$ cat src/rtl/vadd_pkg.sv
// Shared definitions for the pipelined vector add/subtract unit.
//   - opSel operation codes and sew element-width codes
//   - op_class_t: the decoded operation class that travels down the pipeline
//   - decode_op():  opSel -> op_class_t
//   - lane_mask():  sew -> low byte-index bits that select a byte within an element
package vadd_pkg;

  localparam logic [3:0] OP_ADD   = 4'd0;
  localparam logic [3:0] OP_SUB   = 4'd1;
  localparam logic [3:0] OP_RSUB  = 4'd2;
  localparam logic [3:0] OP_ADC   = 4'd3;
  localparam logic [3:0] OP_SBC   = 4'd4;
  localparam logic [3:0] OP_MADC  = 4'd5;
  localparam logic [3:0] OP_MSBC  = 4'd6;
  localparam logic [3:0] OP_SADDU = 4'd7;
  localparam logic [3:0] OP_SADD  = 4'd8;
  localparam logic [3:0] OP_SSUBU = 4'd9;
  localparam logic [3:0] OP_SSUB  = 4'd10;

  localparam logic [1:0] SEW_8  = 2'd0;
  localparam logic [1:0] SEW_16 = 2'd1;
  localparam logic [1:0] SEW_32 = 2'd2;
  localparam logic [1:0] SEW_64 = 2'd3;

  // is_nop marks reserved codes: they flow through the pipe but produce all zeros.
  typedef struct packed {
    logic is_nop;
    logic is_sub;
    logic is_rev;
    logic use_cin;
    logic is_sat;
    logic is_signed;
  } op_class_t;

  function automatic op_class_t decode_op(input logic [3:0] op);
    op_class_t c;
    c = '0;
    case (op)
      OP_ADD:           c = '0;
      OP_SUB:           c.is_sub = 1'b1;
      OP_RSUB:          begin c.is_sub = 1'b1; c.is_rev = 1'b1; end
      OP_ADC, OP_MADC:  c.use_cin = 1'b1;
      OP_SBC, OP_MSBC:  begin c.is_sub = 1'b1; c.use_cin = 1'b1; end
      OP_SADDU:         c.is_sat = 1'b1;
      OP_SADD:          begin c.is_sat = 1'b1; c.is_signed = 1'b1; end
      OP_SSUBU:         begin c.is_sub = 1'b1; c.is_sat = 1'b1; end
      OP_SSUB:          begin c.is_sub = 1'b1; c.is_sat = 1'b1; c.is_signed = 1'b1; end
      default:          c.is_nop = 1'b1;
    endcase
    return c;
  endfunction

  // Elements are 1/2/4/8 bytes, so a byte is the first of its element when
  // (byte_index & mask) == 0 and the last when (byte_index & mask) == mask.
  function automatic logic [2:0] lane_mask(input logic [1:0] sew);
    return 3'((4'd1 << sew) - 4'd1);
  endfunction

endpackage

$ cat src/rtl/vadd_pipe_unit_if.sv
// Operand/result handshake bundle of vadd_pipe_unit.
//   in side : in_valid, in_ready, vec0, vec1, carry_in, sew, opSel
//   out side: out_valid, out_ready, result, carry_out, sat
// master = the environment (operand fetch + writeback), slave = the unit.
interface vadd_pipe_unit_if #(
  parameter int DATA_WIDTH  = 64,
  parameter int SEW_WIDTH   = 2,
  parameter int OPSEL_WIDTH = 4
);
  localparam int NLANE = DATA_WIDTH / 8;

  logic                   in_valid;
  logic                   in_ready;
  logic [DATA_WIDTH-1:0]  vec0;
  logic [DATA_WIDTH-1:0]  vec1;
  logic [NLANE-1:0]       carry_in;
  logic [SEW_WIDTH-1:0]   sew;
  logic [OPSEL_WIDTH-1:0] opSel;
  logic                   out_valid;
  logic                   out_ready;
  logic [DATA_WIDTH-1:0]  result;
  logic [NLANE-1:0]       carry_out;
  logic                   sat;

  modport master (
    output in_valid, vec0, vec1, carry_in, sew, opSel, out_ready,
    input  in_ready, out_valid, result, carry_out, sat
  );

  modport slave (
    input  in_valid, vec0, vec1, carry_in, sew, opSel, out_ready,
    output in_ready, out_valid, result, carry_out, sat
  );

endinterface

$ cat src/rtl/vadd_elem_slice.sv
// One 64-bit chunk of the segmented adder.
//   op_a, op_b : prepared operands (b already inverted for subtracts)
//   cin        : per-byte carry-in; only bits at element starts are used
//   sew, cls   : element width and decoded op class
//   sum        : element results after saturation clamping
//   cout       : carry (add) / borrow (sub) at each element's first byte, else 0
//   sat        : any element in this chunk clamped
module vadd_elem_slice
  import vadd_pkg::*;
(
  input  logic [63:0] op_a,
  input  logic [63:0] op_b,
  input  logic [7:0]  cin,
  input  logic [1:0]  sew,
  input  op_class_t   cls,
  output logic [63:0] sum,
  output logic [7:0]  cout,
  output logic        sat
);

  logic [2:0]  mask;
  logic [63:0] raw;
  logic [7:0]  byte_c;
  logic [7:0]  clamp;

  assign mask = lane_mask(sew);

  // Byte-ripple adder: the chain restarts from the lane's own carry-in at
  // every element start, so no carry crosses an element boundary.
  always_comb begin
    logic carry;
    // NOTE: blocking assignments so each byte sees the carry just produced by the byte below it.
    carry  = 1'b0;
    raw    = '0;
    byte_c = '0;
    for (int i = 0; i < 8; i++) begin
      if ((3'(i) & mask) == 3'd0) carry = cin[i];
      {carry, raw[8*i +: 8]} = {1'b0, op_a[8*i +: 8]} + {1'b0, op_b[8*i +: 8]} + 9'(carry);
      byte_c[i] = carry;
    end
  end

  // Each byte looks up the MSB byte (k) of its element to decide the clamp.
  always_comb begin
    logic [2:0] k;
    logic       a_s, b_s, r_s, c_e, ovf;
    logic [7:0] cval;
    // NOTE: defaults first so every path assigns every output and no latch is inferred.
    sum   = raw;
    cout  = '0;
    clamp = '0;
    for (int i = 0; i < 8; i++) begin
      k   = 3'(i) | mask;
      a_s = op_a[{k, 3'd7}];
      b_s = op_b[{k, 3'd7}];
      r_s = raw[{k, 3'd7}];
      c_e = byte_c[k];
      if (cls.is_signed) begin
        // op_b is the effective addend, so the plain add overflow rule covers subtract too.
        ovf  = (a_s == b_s) && (r_s != a_s);
        cval = a_s ? ((3'(i) == k) ? 8'h80 : 8'h00) : ((3'(i) == k) ? 8'h7F : 8'hFF);
      end else begin
        ovf  = cls.is_sub ? ~c_e : c_e;
        cval = cls.is_sub ? 8'h00 : 8'hFF;
      end
      clamp[i] = cls.is_sat & ovf;
      if (clamp[i]) sum[8*i +: 8] = cval;
      if ((3'(i) & mask) == 3'd0) cout[i] = cls.is_sub ? ~c_e : c_e;
    end
    sat = |clamp;
  end

endmodule

$ cat src/rtl/vadd_pipe_unit.sv
// Two-stage pipelined lane-packed add/subtract for the vALU.
//   clk, rst  : clock; asynchronous active-low reset
//   bus.slave : in_valid/in_ready + vec0, vec1, carry_in, sew, opSel
//               out_valid/out_ready + result, carry_out, sat
// S1 holds prepared operands (swap/invert applied), per-lane carry-in and op
// class; S2 holds the clamped sums, carry/borrow mask and saturation flag.
module vadd_pipe_unit
  import vadd_pkg::*;
#(
  parameter int DATA_WIDTH  = 64,
  parameter int SEW_WIDTH   = 2,
  parameter int OPSEL_WIDTH = 4
) (
  input logic            clk,
  input logic            rst,
  vadd_pipe_unit_if.slave bus
);

  localparam int NLANE  = DATA_WIDTH / 8;
  localparam int NSLICE = DATA_WIDTH / 64;

  logic                  s1_valid;
  logic [DATA_WIDTH-1:0] s1_a, s1_b;
  logic [NLANE-1:0]      s1_cin;
  logic [1:0]            s1_sew;
  op_class_t             s1_cls;

  logic                  s2_valid;
  logic [DATA_WIDTH-1:0] s2_result;
  logic [NLANE-1:0]      s2_cout;
  logic                  s2_sat;

  logic                  s2_load, s1_advance, accept;
  op_class_t             in_cls;
  logic [DATA_WIDTH-1:0] prep_a, prep_b, b_src;
  logic [NLANE-1:0]      prep_cin;
  logic [DATA_WIDTH-1:0] sum;
  logic [NLANE-1:0]      cout;
  logic [NSLICE-1:0]     slice_sat;

  // S2 takes a new beat when empty or retiring; S1 drains into it.
  assign s2_load      = !s2_valid || bus.out_ready;
  assign s1_advance   = s1_valid && s2_load;
  assign bus.in_ready = !s1_valid || s1_advance;
  assign accept       = bus.in_valid && bus.in_ready;

  // Subtracts become a + ~b + cin; SBC/MSBC use ~carry_in as that cin.
  // Reserved codes are zeroed so they naturally produce 0/0/0.
  always_comb begin
    in_cls   = decode_op(4'(bus.opSel));
    prep_a   = in_cls.is_rev ? bus.vec1 : bus.vec0;
    b_src    = in_cls.is_rev ? bus.vec0 : bus.vec1;
    prep_b   = in_cls.is_sub ? ~b_src : b_src;
    prep_cin = in_cls.use_cin ? (in_cls.is_sub ? ~bus.carry_in : bus.carry_in)
                              : {NLANE{in_cls.is_sub}};
    if (in_cls.is_nop) begin
      prep_a   = '0;
      prep_b   = '0;
      prep_cin = '0;
    end
  end

  // NOTE: datapath registers are reset as well, so result/carry_out/sat read 0 out of reset.
  always_ff @(posedge clk or negedge rst) begin
    if (!rst) begin
      s1_valid <= 1'b0;
      s1_a     <= '0;
      s1_b     <= '0;
      s1_cin   <= '0;
      s1_sew   <= '0;
      s1_cls   <= '0;
    end else if (accept) begin
      // NOTE: non-blocking so both stages sample pre-edge values and shift together.
      s1_valid <= 1'b1;
      s1_a     <= prep_a;
      s1_b     <= prep_b;
      s1_cin   <= prep_cin;
      s1_sew   <= 2'(bus.sew);
      s1_cls   <= in_cls;
    end else if (s1_advance) begin
      s1_valid <= 1'b0;
    end
  end

  for (genvar g = 0; g < NSLICE; g++) begin : g_slice
    vadd_elem_slice u_slice (
      .op_a (s1_a[64*g +: 64]),
      .op_b (s1_b[64*g +: 64]),
      .cin  (s1_cin[8*g +: 8]),
      .sew  (s1_sew),
      .cls  (s1_cls),
      .sum  (sum[64*g +: 64]),
      .cout (cout[8*g +: 8]),
      .sat  (slice_sat[g])
    );
  end

  // S2 only changes on s2_load, which keeps the output frozen while stalled.
  always_ff @(posedge clk or negedge rst) begin
    if (!rst) begin
      s2_valid  <= 1'b0;
      s2_result <= '0;
      s2_cout   <= '0;
      s2_sat    <= 1'b0;
    end else if (s2_load) begin
      s2_valid <= s1_valid;
      if (s1_valid) begin
        s2_result <= sum;
        s2_cout   <= cout;
        s2_sat    <= |slice_sat;
      end
    end
  end

  assign bus.out_valid = s2_valid;
  assign bus.result    = s2_result;
  assign bus.carry_out = s2_cout;
  assign bus.sat       = s2_sat;

endmodule

$ cat src/flat_wrapper.sv
// flat-port wrapper written by rule: the top's interface ports become plain ports
module vadd_pipe_unit_flat import vadd_pkg::*;
#(
  parameter int DATA_WIDTH  = 64,
  parameter int SEW_WIDTH   = 2,
  parameter int OPSEL_WIDTH = 4
)
  (clk, rst, bus_in_valid, bus_vec0, bus_vec1, bus_carry_in, bus_sew, bus_opSel, bus_out_ready, bus_in_ready, bus_out_valid, bus_result, bus_carry_out, bus_sat);
  vadd_pipe_unit_if #(.DATA_WIDTH(DATA_WIDTH), .SEW_WIDTH(SEW_WIDTH), .OPSEL_WIDTH(OPSEL_WIDTH)) bus_i ();
  input logic clk;
  input logic rst;
  input wire logic [$bits(bus_i.in_valid)-1:0] bus_in_valid;
  input wire logic [$bits(bus_i.vec0)-1:0] bus_vec0;
  input wire logic [$bits(bus_i.vec1)-1:0] bus_vec1;
  input wire logic [$bits(bus_i.carry_in)-1:0] bus_carry_in;
  input wire logic [$bits(bus_i.sew)-1:0] bus_sew;
  input wire logic [$bits(bus_i.opSel)-1:0] bus_opSel;
  input wire logic [$bits(bus_i.out_ready)-1:0] bus_out_ready;
  output wire logic [$bits(bus_i.in_ready)-1:0] bus_in_ready;
  output wire logic [$bits(bus_i.out_valid)-1:0] bus_out_valid;
  output wire logic [$bits(bus_i.result)-1:0] bus_result;
  output wire logic [$bits(bus_i.carry_out)-1:0] bus_carry_out;
  output wire logic [$bits(bus_i.sat)-1:0] bus_sat;
  assign bus_i.in_valid = bus_in_valid;
  assign bus_i.vec0 = bus_vec0;
  assign bus_i.vec1 = bus_vec1;
  assign bus_i.carry_in = bus_carry_in;
  assign bus_i.sew = bus_sew;
  assign bus_i.opSel = bus_opSel;
  assign bus_i.out_ready = bus_out_ready;
  assign bus_in_ready = bus_i.in_ready;
  assign bus_out_valid = bus_i.out_valid;
  assign bus_result = bus_i.result;
  assign bus_carry_out = bus_i.carry_out;
  assign bus_sat = bus_i.sat;
  vadd_pipe_unit #(.DATA_WIDTH(DATA_WIDTH), .SEW_WIDTH(SEW_WIDTH), .OPSEL_WIDTH(OPSEL_WIDTH)) u_core (.clk(clk), .rst(rst), .bus(bus_i));
endmodule
$ cat config.mk
export PLATFORM = sky130hd
export DESIGN_NAME = vadd_pipe_unit_flat
export DESIGN_NICKNAME = d
export VERILOG_FILES = /design/src/rtl/vadd_pkg.sv /design/src/rtl/vadd_pipe_unit_if.sv /design/src/rtl/vadd_elem_slice.sv /design/src/rtl/vadd_pipe_unit.sv /design/src/flat_wrapper.sv
export SDC_FILE = /design/constraint.sdc
export NUM_CORES = 1
export LEC_CHECK = 0
export ABC_AREA = 1
export CAP_MARGIN = 20
export CORE_ASPECT_RATIO = 1.1
export CORE_MARGIN = 4
export CORE_UTILIZATION = 60
export CTS_BUF_LIST = sky130_fd_sc_hd__clkbuf_2
export DETAILED_ROUTE_END_ITERATION = 7
export PLACE_DENSITY = 0.87
export SLEW_MARGIN = 20
export SYNTH_ARGS = -nofsm -noshare
export SYNTH_HDL_FRONTEND = slang
export SYNTH_SLANG_ARGS = --single-unit
$ cat constraint.sdc
create_clock -name clk -period 18.8 [get_ports clk]
set_clock_uncertainty 0.2 [all_clocks]
set_input_delay 3.76 -clock clk [delete_from_list [all_inputs] [get_ports clk]]
set_output_delay 3.76 -clock clk [all_outputs]
set_load 0.01 [all_outputs]
==> impl_results.md, run 1 <==
* First-pass GRT wire length at around 62,000 um
* Post-Syn Area at 14,250 um^2
* CTS tree: built
* CTS Root Cell: clkbuf_2
* Worst Path Required at 19.32 ns
* Clk_lat worst skew at 0.84 ns
* Area growth, synth to finish at 19.38%
* Fmax at roughly 87 MHz
* Initial DRC count at 873
* Post-layout util at 73.51%
* Post-Syn Nets at 2,031
* Cell mode on critical path: nand2_1
* Crit share post-route at 61.26%
* Drt first pass iters at 7
* Layout Cells excl Fill at 2,358
* Slew at the pin closest to its max-slew limit at 1.004 ns
* Ratio of cells with drive above 1 in the final layout at approximately 8.8%
* Cell Pwr Density at about 110 nW/um^2
* IO Pins at 221
* Die footprint at 26,290 um^2
* Post-CTS Setup Bufs at 0
* Cts hold-fix bufs at 0
* Psw at 756.5 uW
* Routed WL at approximately 38,000 um
* Post-Synthesis Cells at around 1,800
* Max_cap viols at 0
* Largest net degree at the start of global routing at 129
* P_leak at 0.008734 uW
* Synthesized flop and latch total at between 200 and 250
* Initial antenna violation count at 1
* Filler cells at 1,815
* DR WL/cell at around 16 um
* Tot GR Track Use at 28.59%
* Aggregate global routing overflow at 0
* Routability cong. at 0.9235
* H-tree Lvls at 2
* Antenna Nets Post-Route at 0
* Num rows at 58
* Area of placed instances at between 15,000 and 20,000 um^2
* Sequential Power Share at 37.3%
* Tmin final at around 12 ns
* Final hold vios at 0
* Main synth FF type: dfrtp_1
* Max_slew headroom at 33.07%
* Avg Inst Size Synth at 7.863 um^2
* Total negative setup slack at 0 ns
* Sw Share at 41.18%
* Clock Sinks at approximately 220
* Fin area at 17,020 um^2
* Post_cts resized at 0
* Hold/Removal Path Class: register to register
* Max stage delay on crit path at about 0.43 ns
* CP Launch Type: register
* Die Ht at 169.7 um
* CP max FO at 11
* Comb power frac at 45.9%
* TritonCTS buffer count at 52
* Critical Path End Type: register
* Final nets at around 2,200
* Clock Path Buffers at 3
* Core Footprint at 23,150 um^2
* Library cells used by synthesis at 47
* Die Wd at 155.0 um
* Clock power share at between 10% and 20%
* Internal at 1081 uW
* CP Class: register to register
* Synth warn at 0
* I/O Buffers at 220
* Worst path slowest cell: fa_1
* Placed cell count at ~2,300
* Via Count at around 13,000
* Post-synth ARST share at 100.0%
* Post-synth EDFFs at 0
* Unrepaired setup endpoints after global routing: no
* DP Wirelength at 27,160 um
* DRC violations left at 0
* Final setup fails at 0
* Top delay family on crit path: adder cells
* Initial core utilization at between 60% and 70%
* Seq/Total Area, Yosys at 37.92%
* Via-per-instance ratio at between 5 and 6
* Crit path DAT at approximately 12 ns
* Max-slew violation count at 0
* Peak VDD IR at 80.30 uV
* Clock slew at reported path FFs at about 0.12 ns
* Worst Path Buf+Inv at 6
* Vias in the first global route at 13,080
* Run status: completed
## per-stage QoR
step	power (uW)	hold slack, ns	setup WS (ns)
after floorplan	1188	0.2479	8.625
after global placement	1504	0.2634	7.761
after detailed placement	1531	0.2706	7.328
after CTS	1839	0.3004	7.346
after global routing	1976	0.3211	6.397
final	1837	0.2984	7.282
## power groups by stage
stage	Clock, uW	Sequential (uW)	Combinational, uW
2_1_floorplan	0	700	488
3_3_place_gp	0	688	816
3_5_place_dp	0	690	841
4_1_cts	312	683	844
5_1_grt	340	700	935
6_report	307	686	844
## cells in the final DEF, fill, tap and decap left out, drive strengths merged, types with 56 or more instances in the layout
cell type	count
nand2	485
xor2	91
a21oi	107
ha	56
nand3	107
nor2	135
clkdlybuf4s50	219
mux2i	64
dfrtp	216
o21ai	189
inv	148
clkbuf	76
## path summary, 6_finish.rpt
path | start | endpoint | slack (ns) | depth (start not counted)
setup / recovery | u_core.s1_a[0]$_DFFE_PN0P_ | u_core.bus.result[25]$_DFFE_PN0P_ | 7.28 | 64
hold / removal | u_core.bus.result[7]$_DFFE_PN0P_ | u_core.bus.result[7]$_DFFE_PN0P_ | 0.30 | 2
setup reg to reg | u_core.s1_a[0]$_DFFE_PN0P_ | u_core.bus.result[25]$_DFFE_PN0P_ | 7.28 | 64
hold reg to reg | u_core.bus.result[7]$_DFFE_PN0P_ | u_core.bus.result[7]$_DFFE_PN0P_ | 0.30 | 2
max in group asynchronous | rst | u_core.bus.result[56]$_DFFE_PN0P_ | 14.32 | 2
min in group asynchronous | rst | u_core.bus.result[27]$_DFFE_PN0P_ | 2.74 | 1
## final cells by class
| cell class | instances | area [um^2] | share of cell area [%] |
|---|---|---|---|
| timing repair buffer | 229 | 2275 | 13.37 |
| clock inverter | 21 | 85.08 | 0.5000 |
| antenna | 2 | 5.005 | 0.02941 |
| tap | 300 | 375.4 | 2.206 |
| multi-input combinational | 1367 | 7926 | 46.58 |
| inverter | 147 | 565.5 | 3.323 |
| clock buffer | 76 | 380.4 | 2.235 |
| sequential | 216 | 5405 | 31.76 |
## routing by layer
| layer | up-vias | part of all wire (%) | wire length, um | GRT usage [%] |
|---|---|---|---|---|
| li1 | 6418 | - | - | - |
| met1 | 6210 | 41 | 15620 | 36.95 |
| met5 | - | 0 | 0 | 0 |
| met2 | 508 | 48 | 18270 | 48.25 |
| met4 | 0 | 2.8 | 1077 | 10.33 |
| met3 | 83 | 7.5 | 2827 | 5.407 |
## registers in the layout (all words and copies together), names as in the netlist
register,flops
u_core.bus.result,64
u_core.s1_a,64
u_core.s1_b,64
u_core.bus.carry_out,8
u_core.s1_cin,8
u_core.s1_cls,3
u_core.s1_sew,2
u_core.bus.out_valid,1
u_core.bus.sat,1
u_core.s1_valid,1
## Yosys cell counts, types with 3 or more instances
cell      instances  area [um^2]
clkbuf_1         44        165.2
o22ai_1          18        112.6
buf_2            27        135.1
nand4_1           8        50.05
a31oi_1          43        269.0
nand3_1          98        490.5
buf_6             7        78.83
o21ai_0         184        920.9
nand2_1         468         1757
dfrtp_1         216         5405
mux2i_1          64        640.6
ha_1             56        700.7
buf_1             4        15.01
nor2_1          130        488.0
o211ai_1          4        30.03
xor2_1           91        797.0
nand2_2          10        62.56
inv_1           131        491.7
inv_4             3        18.77
o21ai_1           3        15.01
and2_1            7        43.79
fa_1             16        320.3
nand3_2           8        80.08
or2_2             9        56.30
inv_2            11        41.29
a21oi_1          86        430.4
o21bai_1          4        30.03
nor2_2            4        25.02
nand2_4           6        67.56
xnor2_1          15        131.4
a21oi_2          19        166.4
## kinds of logic (layout without fill, tap and decap cells)
logic type / after synthesis / count (layout) / share of synthesized area, %
buf+inv: 230 / 473 / 6.785
mux: 64 / 64 / 4.494
simple gates: 754 / 754 / 22.47
compound gates: 371 / 371 / 14.66
fa+ha+maj: 72 / 72 / 7.162
xor+xnor: 106 / 106 / 6.513
other cells: 0 / 2 / 0
flops: 216 / 216 / 37.92
## tightest hold or removal path, delay by kind of cell, from the launching register on
| kind | cells | cell delay (ns) |
|---|---|---|
| and+or+nand+nor | 2 | 0.11 |
| DFF | 1 | 0.36 |
Power figures use the tool's default switching activity.
==> inputs of run 2 (changes only) <==
--- a/config.mk
+++ b/config.mk
@@ -9,10 +9,10 @@
 export CAP_MARGIN = 20
 export CORE_ASPECT_RATIO = 1.1
 export CORE_MARGIN = 4
-export CORE_UTILIZATION = 60
+export CORE_UTILIZATION = 57
 export CTS_BUF_LIST = sky130_fd_sc_hd__clkbuf_2
 export DETAILED_ROUTE_END_ITERATION = 7
-export PLACE_DENSITY = 0.87
+export PLACE_DENSITY = 0.83
 export SLEW_MARGIN = 20
 export SYNTH_ARGS = -nofsm -noshare
 export SYNTH_HDL_FRONTEND = slang
==> constraint.sdc (replaced) <==
create_clock -name clk -period 10.8 [get_ports clk]
set_clock_uncertainty 0.2 [all_clocks]
set_input_delay 2.16 -clock clk [delete_from_list [all_inputs] [get_ports clk]]
set_output_delay 2.16 -clock clk [all_outputs]
set_load 0.01 [all_outputs]
==> run 2 against run 1 <==
Compared with the run above: global-route usage fell by 1.1 points; core utilization shrank 1.9 points; clock power increased by 70%; count of clock-buffer cells in the layout up 1; first-iteration DRC count is 2.5% lower; non-clock buffer count is 26 higher; sequential share of layout area is 1.0 points lower; fmax is 9.8% higher; via count grew 0.23%; largest cell class unchanged.
==> impl_results.md, run 2 (synthesized netlist as in run 1, its figures left out) <==
* Unrepaired setup endpoints after global routing: yes
* Max-slew violation count at 0
* Fmax at 95.33 MHz
* FF-to-FF Start: u_core.s1_cin[0]$_DFFE_PN0P_
* DP Wirelength at around 27,000 um
* Clock slew at reported path FFs at 0.10 ns
* Worst hold path depth at 2
* Initial antenna violation count at 1
* Hold Slack at 0.2884 ns
* Worst Setup Slack, final at roughly 0.31 ns
* Clock Path Buffers at 3
* Via-per-instance ratio at 5.555
* TritonCTS buffer count at 55
* Final nets at roughly 2,300
* Drt first pass iters at 7
* DR WL/cell at 16.46 um
* CP Launch Type: register
* First-pass GRT wire length at approximately 63,000 um
* Final setup fails at 0
* Num rows at 60
* FF-to-FF setup slack at 0.31 ns
* Tmin final at 10.49 ns
* CP max FO at 6
* Core Footprint at 24,550 um^2
* CTS Root Cell: clkbuf_2
* CP Class: register to register
* Ratio of cells with drive above 1 in the final layout at 13.69%
* Max_cap viols at 0
* Worst path slowest cell: fa_2
* Max_slew headroom at 29.08%
* Placement Setup Slack at -0.2217 ns
* Worst-case reg-to-reg path depth at 63
* I/O Buffers at between 200 and 250
* Die footprint at 27,610 um^2
* Tot GR Track Use at 27.50%
* Area growth, synth to finish at 23.38%
* Layout Cells excl Fill at around 2,400
* Cts hold-fix bufs at 0
* Max stage delay on crit path at ~0.42 ns
* Die Wd at between 150 and 200 um
* Initial core utilization at 58.07%
* Clk_lat worst skew at 0.86 ns
* Top delay family on crit path: adder cells
* Via Count at 13,250
* Peak VDD IR at 145.3 uV
* IO Pins at around 220
* Worst Path Required at about 11 ns
* Antenna Nets Post-Route at 0
* Cell Pwr Density at 186.5 nW/um^2
* Crit share post-route at 97.13%
* FF/Latch Area at ~5400 um^2
* Placed cell count at around 2,300
* Routed WL at 39,260 um
* Worst reg2reg path endpoint: u_core.bus.result[0]$_DFFE_PN0P_
* Filler cells at 1,932
* Largest net degree at the start of global routing at 147
* Aggregate global routing overflow at 0
* Most frequent cells in the layout: nand2_1 (439), clkdlybuf4s50_1 (219), dfrtp_1 (216)
* Hold/Removal Path Class: register to register
* Initial DRC count at 851
* Final hold vios at 0
* DRC violations left at 0
* P_leak at between 0.008 and 0.009 uW
* Die Ht at between 150 and 200 um
* Run status: completed
* CTS tree: built
* Slew at the pin closest to its max-slew limit at 1.064 ns
* Multi-input logic area at 8272 um^2
* Clock Sinks at 216
* Crit path DAT at about 11 ns
* Hold Path End: u_core.bus.carry_out[4]$_DFFE_PN0P_
* Worst Path Buf+Inv at 5
* Critical Path End Type: register
* Vias in the first global route at 13,140
* H-tree Lvls at 2
* Most common cell after layout, fill and taps aside: nand2_1
* Routability cong. at 0.8988
* Hold Crit Start: u_core.bus.carry_out[4]$_DFFE_PN0P_
* Cell mode on critical path: nand2_2
run 2: power breakdown:
part / leakage (uW) / internal, uW / switching (uW)
Clock: 0.000346 / 188 / 334
Combinational: 0.00589 / 708 / 854
Sequential: 0.00266 / 1030 / 168
run 2: timing repair:
item	CTS	global route
setup buffers	0	11
pin swaps	1	43
gates resized for setup	8	96
hold endpoints to repair	0	0
endpoints found under the setup margin	65	73
run 2: how the worst max path moves through the flow:
stage	start	to	slack [ns]	depth (start not counted)
finish	u_core.s1_cin[0]$_DFFE_PN0P_	u_core.bus.result[0]$_DFFE_PN0P_	0.31	63
global route	u_core.s1_cin[0]$_DFFE_PN0P_	u_core.bus.result[1]$_DFFE_PN0P_	-0.22	63
CTS	u_core.s1_a[0]$_DFFE_PN0P_	u_core.bus.result[30]$_DFFE_PN0P_	0.05	64
detailed placement	u_core.s1_a[0]$_DFFE_PN0P_	u_core.bus.result[30]$_DFFE_PN0P_	-0.22	64
global placement	u_core.s1_a[0]$_DFFE_PN0P_	u_core.bus.result[26]$_DFFE_PN0P_	0.11	64
floorplan	u_core.s1_a[0]$_DFFE_PN0P_	u_core.bus.sat$_DFFE_PN0P_	0.62	67
run 2: cell type report:
cell class	count	share of cell area, %
clock inverter	12	0.2774
multi-input combinational	1367	47.03
clock buffer	77	2.191
sequential	216	30.73
antenna	1	0.01423
timing repair buffer	255	14.29
inverter	147	3.258
tap	310	2.205
run 2: layer usage:
metal / up-vias / global-route usage (%) / part of all wire (%)
met1: 6214 / 35.04 / 41
met3: 79 / 5.161 / 7.4
li1: 6457 / - / -
met2: 499 / 48.03 / 49
met4: 0 / 8.065 / 2.3
met5: - / 0 / 0
run 2: worst register-to-register path: cells and delay by family (launching register included):
family,cells,cell delay [ns]
AOI/OAI and AO/OA,7,0.62
adders and majority gates,16,5.74
buffers and inverters,5,0.29
DFF,1,0.40
and+or+nand+nor,35,3.15
run 2: per-stage QoR:
step | instance area, um^2 | utilization (%) | power [uW] | setup TNS (ns)
finish | 17590 | 71.65 | 3280 | 0
global route | 17590 | 71.65 | 3518 | -9.349
CTS | 17120 | 69.73 | 3213 | 0
detailed placement | 16660 | 67.88 | 2680 | -9.076
global placement | 16660 | 67.85 | 2638 | 0
floorplan | 14250 | - | 2068 | 0
